File: src/rtl/d_cache_controller.sv
// Direct-mapped, write-through, no-write-allocate data cache with a one-entry
// posted write buffer and 4-word line fills from SDRAM.
module d_cache_controller #(
   parameter int ADDR_WIDTH = 16,
   parameter int INDEX_BITS = 6,
   parameter int DATA_WIDTH = 16
) (
   input  logic                  clk,
   input  logic                  rst,
   input  logic                  data_ren,
   input  logic                  data_wren,
   input  logic [ADDR_WIDTH-1:0] data_address,
   input  logic [DATA_WIDTH-1:0] data_wdata,
   output logic [DATA_WIDTH-1:0] data_rdata,
   output logic                  d_cache_read_miss,
   output logic                  d_cache_write_miss,
   output logic                  mem_req,
   output logic                  mem_wren,
   output logic [ADDR_WIDTH-1:0] mem_address,
   output logic [DATA_WIDTH-1:0] mem_wdata,
   input  logic                  mem_ack,
   input  logic                  mem_rvalid,
   input  logic [DATA_WIDTH-1:0] mem_rdata
);
   localparam int TAG_W = ADDR_WIDTH - INDEX_BITS - 2;
   localparam int LINES = 1 << INDEX_BITS;
   localparam int WORDS = LINES * 4;

   typedef enum logic [2:0] {IDLE, FLUSH, FILL_REQ, FILL, DONE} state_t;
   state_t state, state_nxt;

   logic [LINES-1:0]      valid;
   logic [TAG_W-1:0]      tag_array [LINES];
   logic [DATA_WIDTH-1:0] data_ram  [WORDS];

   logic                  wb_valid;
   logic [ADDR_WIDTH-1:0] wb_addr;
   logic [DATA_WIDTH-1:0] wb_data;
   logic [ADDR_WIDTH-1:0] fill_addr;
   logic [1:0]            cnt;

   logic [INDEX_BITS-1:0] idx, fill_idx;
   logic [TAG_W-1:0]      tag;
   logic                  hit, is_idle, rd_req, wb_ack, wr_acc, rd_acc;
   logic                  ram_we;
   logic [INDEX_BITS+1:0] ram_waddr;
   logic [DATA_WIDTH-1:0] ram_wdata;

   assign idx      = data_address[INDEX_BITS+1:2];
   assign tag      = data_address[ADDR_WIDTH-1:INDEX_BITS+2];
   assign fill_idx = fill_addr[INDEX_BITS+1:2];
   assign hit      = valid[idx] && (tag_array[idx] == tag);
   assign is_idle  = (state == IDLE);
   // a write request beats a simultaneous read; the read is simply dropped
   assign rd_req   = data_ren && !data_wren;
   assign wb_ack   = wb_valid && mem_ack;
   assign wr_acc   = !rst && data_wren && is_idle && (!wb_valid || wb_ack);
   assign rd_acc   = !rst && rd_req && is_idle && hit;

   always_ff @(posedge clk) begin
      if (rst) state <= IDLE;
      else     state <= state_nxt;
   end

   always_comb begin
      state_nxt = state;
      case (state)
         IDLE:     if (rd_req && !hit) state_nxt = wb_valid ? FLUSH : FILL_REQ;
         FLUSH:    if (!wb_valid) state_nxt = FILL_REQ;
         FILL_REQ: if (mem_ack) state_nxt = FILL;
         FILL:     if (mem_rvalid && cnt == 2'd3) state_nxt = DONE;
         DONE:     state_nxt = IDLE;
         default:  state_nxt = IDLE;
      endcase
   end

   // the buffer is only ever occupied in IDLE/FLUSH, so it owns the bus then
   always_comb begin
      d_cache_read_miss  = !rst && rd_req && !(hit && is_idle);
      d_cache_write_miss = !rst && data_wren && !(is_idle && (!wb_valid || wb_ack));
      mem_req     = wb_valid || (state == FILL_REQ);
      mem_wren    = wb_valid;
      mem_wdata   = wb_valid ? wb_data : '0;
      mem_address = '0;
      if (wb_valid)               mem_address = wb_addr;
      else if (state == FILL_REQ) mem_address = fill_addr;
   end

   always_ff @(posedge clk) begin
      if (rst) begin
         valid      <= '0;
         wb_valid   <= 1'b0;
         wb_addr    <= '0;
         wb_data    <= '0;
         fill_addr  <= '0;
         cnt        <= 2'd0;
         data_rdata <= '0;
      end else begin
         if (wr_acc) begin
            wb_valid <= 1'b1;
            wb_addr  <= data_address;
            wb_data  <= data_wdata;
         end else if (wb_ack) begin
            wb_valid <= 1'b0;
         end
         if (is_idle && rd_req && !hit)
            fill_addr <= {data_address[ADDR_WIDTH-1:2], 2'b00};
         if (state == FILL_REQ && mem_ack) begin
            valid[fill_idx] <= 1'b0;
            cnt             <= 2'd0;
         end
         if (state == FILL && mem_rvalid) begin
            cnt <= cnt + 2'd1;
            if (cnt == 2'd3) valid[fill_idx] <= 1'b1;
         end
         if (rd_acc) data_rdata <= data_ram[data_address[INDEX_BITS+1:0]];
      end
   end

   // single RAM write port: fill beats and write hits never coincide
   always_comb begin
      ram_we    = !rst && ((wr_acc && hit) || (state == FILL && mem_rvalid));
      ram_waddr = data_address[INDEX_BITS+1:0];
      ram_wdata = data_wdata;
      if (state == FILL) begin
         ram_waddr = {fill_idx, cnt};
         ram_wdata = mem_rdata;
      end
   end

   always_ff @(posedge clk) begin
      if (!rst && state == FILL_REQ && mem_ack)
         tag_array[fill_idx] <= fill_addr[ADDR_WIDTH-1:INDEX_BITS+2];
      if (ram_we) data_ram[ram_waddr] <= ram_wdata;
   end
endmodule

File: config.mk
export PLATFORM = sky130hd
export DESIGN_NAME = d_cache_controller
export DESIGN_NICKNAME = d
export VERILOG_FILES = /design/src/rtl/d_cache_controller.sv
export SDC_FILE = /design/constraint.sdc
export NUM_CORES = 2
export LEC_CHECK = 0
export ABC_AREA = 0
export ABC_CLOCK_PERIOD_IN_PS = 5800
export BUFFER_PORTS_ARGS = -buffer_cell sky130_fd_sc_hd__buf_4
export CELL_PAD_IN_SITES_DETAIL_PLACEMENT = 1
export CELL_PAD_IN_SITES_GLOBAL_PLACEMENT = 2
export CORE_ASPECT_RATIO = 2
export CORE_MARGIN = 10
export CORE_UTILIZATION = 35
export CTS_CLUSTER_DIAMETER = 40
export DETAILED_ROUTE_END_ITERATION = 6
export PLACE_DENSITY_LB_ADDON = 0.1
export SETUP_SLACK_MARGIN = 0.1
export SLEW_MARGIN = 5
export SYNTH_ARGS = -nofsm -noshare
export SYNTH_HDL_FRONTEND = slang
export SYNTH_MEMORY_MAX_BITS = 65536
export SYNTH_SLANG_ARGS = --single-unit
File: constraint.sdc
create_clock -name clk -period 5.8 [get_ports clk]
set_input_delay 1.16 -clock clk [delete_from_list [all_inputs] [get_ports clk]]
set_output_delay 1.16 -clock clk [all_outputs]
set_load 0.05 [all_outputs]
==> flow_metrics.tcl <==
set metrics [dict create \
    status "finished clean" \
    route.top_layer_used "met4" \
    hp-class "primary input to register" \
    p_leak_nw 67.4 \
    cp-end-kind "primary output" \
    post-route-min-period_ns 5.59 \
    timing.rr.start "tag_array[19][1]$_DFFE_PP_" \
    ir_drop_mv 0.246 \
    track_usage_pct 21.5 \
    max_freq_ghz 0.179 \
    port-buffer-count 105 \
    drc 0 \
    antenna_found_initial 43 \
    postRouteAntennaNets 0 \
    async_reset_ff_share_pct 0 \
    reg2reg_slack_ns 1.16 \
    cts_hold_buf 0 \
    cts_buffers 498 \
    dr_wl_met2_um 346000 \
    fp.dieW_um 532 \
    vias 88000 \
    critPathKind "primary input to primary output" \
    setup_viol 0 \
    synth.yosys.seq_area_share_pct 76.9 \
    dr.pass1.iters 6 \
    cap_violations 0 \
    dieHeight_um 1040 \
    grt-ovfl-total 0 \
    yosysTopAreaCell "edfxtp_1" \
    cts_tree "built" \
    synth_seq_cells 4740 \
    grt_max_degree 141 \
    dieArea_um2 555000 \
    cp.required_ns 4.64 \
    routedWlPerCell_um 37.3 \
    synth.most_common_cell "edfxtp_1" \
    finalHoldViolCount 0 \
    tightest_slew_ns 1.44 \
    path_clk_slew_ns 0.06 \
    syn_area_um2 183000 \
    syn2layout_area_growth_pct 19.6 \
    yosysUniqueCellTypes 57 \
    yosysTopAreaCellShare_pct 75.5 \
    htreeDepth 5 \
    fill_cells 48000 \
    skew_ns 0.116 \
    reg2reg_to "data_ram[172][4]$_DFFE_PP_" \
    rows 375 \
    slew-limit-headroom_pct 3.85 \
    wl_met1_um 213000 \
    initial_utilization_pct 35.1 \
    critPathMaxFanout 10 \
    layout-drive-gt1-share_pct 37.4 \
    avgSynthCellArea_um2 22.9 \
    finish.cell_count_without_fillers 16300 \
    synth_commonest_cells "edfxtp_1, mux4_2, clkbuf_1, nand2_1, nor3_1" \
    seq_area_um2 141000 \
    grt_first_pass_wirelength_um 834000 \
    placed_cells 15400 \
    final_nets 8944 \
    power_w 0.0752 \
    ys_top_cells_by_area "edfxtp_1, mux4_2, dfxtp_1" \
    clock_latency_ns 1.09 \
    crit_start "data_address[2]" \
    synth-edff-count 4608 \
    root_buffer "clkbuf_16" \
    min_from "data_wdata[5]" \
    clock_sinks 4740 \
    reg2reg_depth 14 \
    start_kind "primary input" \
    syn-num-nets 8043 \
    ys.flop_type "edfxtp_1" \
    synth_cells 7988 \
    clockBufferDepth 5 \
    ios 106 \
    totalWireLength_um 607000 \
    period_share_pct 96.3 \
    rsz0062_at_grt "no" \
    slew_violations 0 \
    drt-vias-per-instance 5.40 \
    hold_path_end "wb_data[5]$_SDFFE_PP0P_" \
    gp_congestion 0.843 \
    yosysWarnings 0 \
    dp.final_hpwl_um 412000 \
    drtIter0Drc 7332 \
    grt_pass1_vias 96100 \
    core_area_um2 522000 \
    routed-wl-met3_um 19900 \
    postCtsSetupRepairBufs 0 \
    cp.arrival_ns 4.43 \
    multi_input_area_um2 41700 \
    whs_path_depth 3 \
    power-per-cell-area_nw_per_um2 343 \
]
==> worst max path at each step <==
stage,to,slack [ns]
6_report,d_cache_read_miss,0.21
5_1_grt,d_cache_read_miss,0.11
4_1_cts,d_cache_read_miss,0.11
3_5_place_dp,data_ram[172][0]$_DFFE_PP_,-0.25
3_3_place_gp,data_ram[172][0]$_DFFE_PP_,-0.50
2_1_floorplan,data_ram[240][0]$_DFFE_PP_,-0.19
==> power breakdown <==
part / leakage (nW) / switching (W) / internal [W]
sequential: 42.4 / 0.0000212 / 0.0376
combinational: 17.0 / 0.00299 / 0.00151
clock: 8.07 / 0.0141 / 0.0189
==> timing repair <==
item                                    CTS  global route
pin swaps                                 1             1
endpoints found under the setup margin    1             1
endpoints found under the hold margin     0             0
gates resized for setup                   6             3
cloned                                    1             1
==> cells by family (layout without fill, tap and decap cells) <==
family,after synthesis,count (layout),share of synthesized area [%]
buffers and inverters,496,1803,1.15
AND/OR/NAND/NOR,842,842,2.16
multiplexers,1564,1564,18.6
adder cells (fa/ha/maj),1,1,0.00683
XOR/XNOR,3,3,0.0143
flip-flops,4740,4740,76.9
AO/OA/AOI/OAI,342,342,1.11
other,0,21,0
==> area by class of cell <==
cell class / instances / area share (%)
Timing Repair Buffer: 891 / 4.95
Antenna cell: 21 / 0.0240
Clock buffer: 568 / 5.89
Inverter: 6 / 0.0160
Multi-Input combinational cell: 2752 / 19.0
Clock inverter: 338 / 1.74
Tap cell: 6974 / 3.98
Sequential cell: 4740 / 64.4
==> flip-flops by register name, indices dropped and copies added, names as in the netlist <==
| signal | cells |
|---|---|
| data_ram | 4096 |
| tag_array | 512 |
| valid | 64 |
| data_rdata | 16 |
| wb_addr | 16 |
| wb_data | 16 |
| fill_addr | 14 |
| state | 3 |
| cnt | 2 |
| mem_wren | 1 |
==> stage by stage <==
step | setup TNS [ns] | utilization, % | worst slack (ns) | cell area (µm²) | hold slack (ns)
finish | 0 | 42.0 | 0.214 | 219000 | 0.367
global route | 0 | 42.0 | 0.113 | 219000 | 0.347
CTS | 0 | 42.0 | 0.111 | 219000 | 0.284
detailed placement | -339.44 | 38.8 | -0.249 | 202000 | 0.447
global placement | -1369.79 | 38.8 | -0.497 | 202000 | 0.439
floorplan | -683.49 | - | -0.188 | 183000 | 0.432
==> layout by cell type (no fill, tap or decap), types with 7 or more instances in the layout <==
master         n
inv_6         36
nand3_1       21
and3_1        10
edfxtp_1    4608
nor2_1       118
nand3b_1       8
or3b_2        10
a21oi_1      146
buf_4        559
mux2_1        10
and2_1        26
a22o_1        17
o21ai_0       80
dfxtp_1      124
mux4_2      1474
nor3_2       258
a221oi_1       7
clkinv_2      65
bufinv_16     63
nor3_1        13
dfxtp_2        8
clkinv_1      69
mux2_2        12
or3_1          8
clkbuf_16    507
nand2_1      268
nand2_4       15
mux2i_1       66
buf_12       321
a22oi_1       51
clkinv_4      30
clkbuf_1      61
nand2b_1      14
nor2b_1       38
clkinvlp_4    44
inv_8         23
diode_2       21
==> routing by layer <==
| layer | up-vias | GRT usage, % |
|---|---|---|
| met5 | - | 0 |
| met4 | 0 | 9.14 |
| met3 | 757 | 2.39 |
| met2 | 2027 | 41.8 |
| met1 | 49200 | 23.4 |
| li1 | 36000 | - |
==> critical path, stage by stage <==
cell and delay [ns]:
buf_12 0.16, buf_16 0.18, buf_4 0.18, mux4_2 0.51, a22oi_1 0.49, a31oi_1 0.35, a211oi_1 0.31, xor2_1 0.21
nand2_1 0.12, nor4_4 0.22, buf_4 0.19, a211oi_2 0.06, buf_4 0.22
Note: power is estimated with default switching activity, not from simulation.
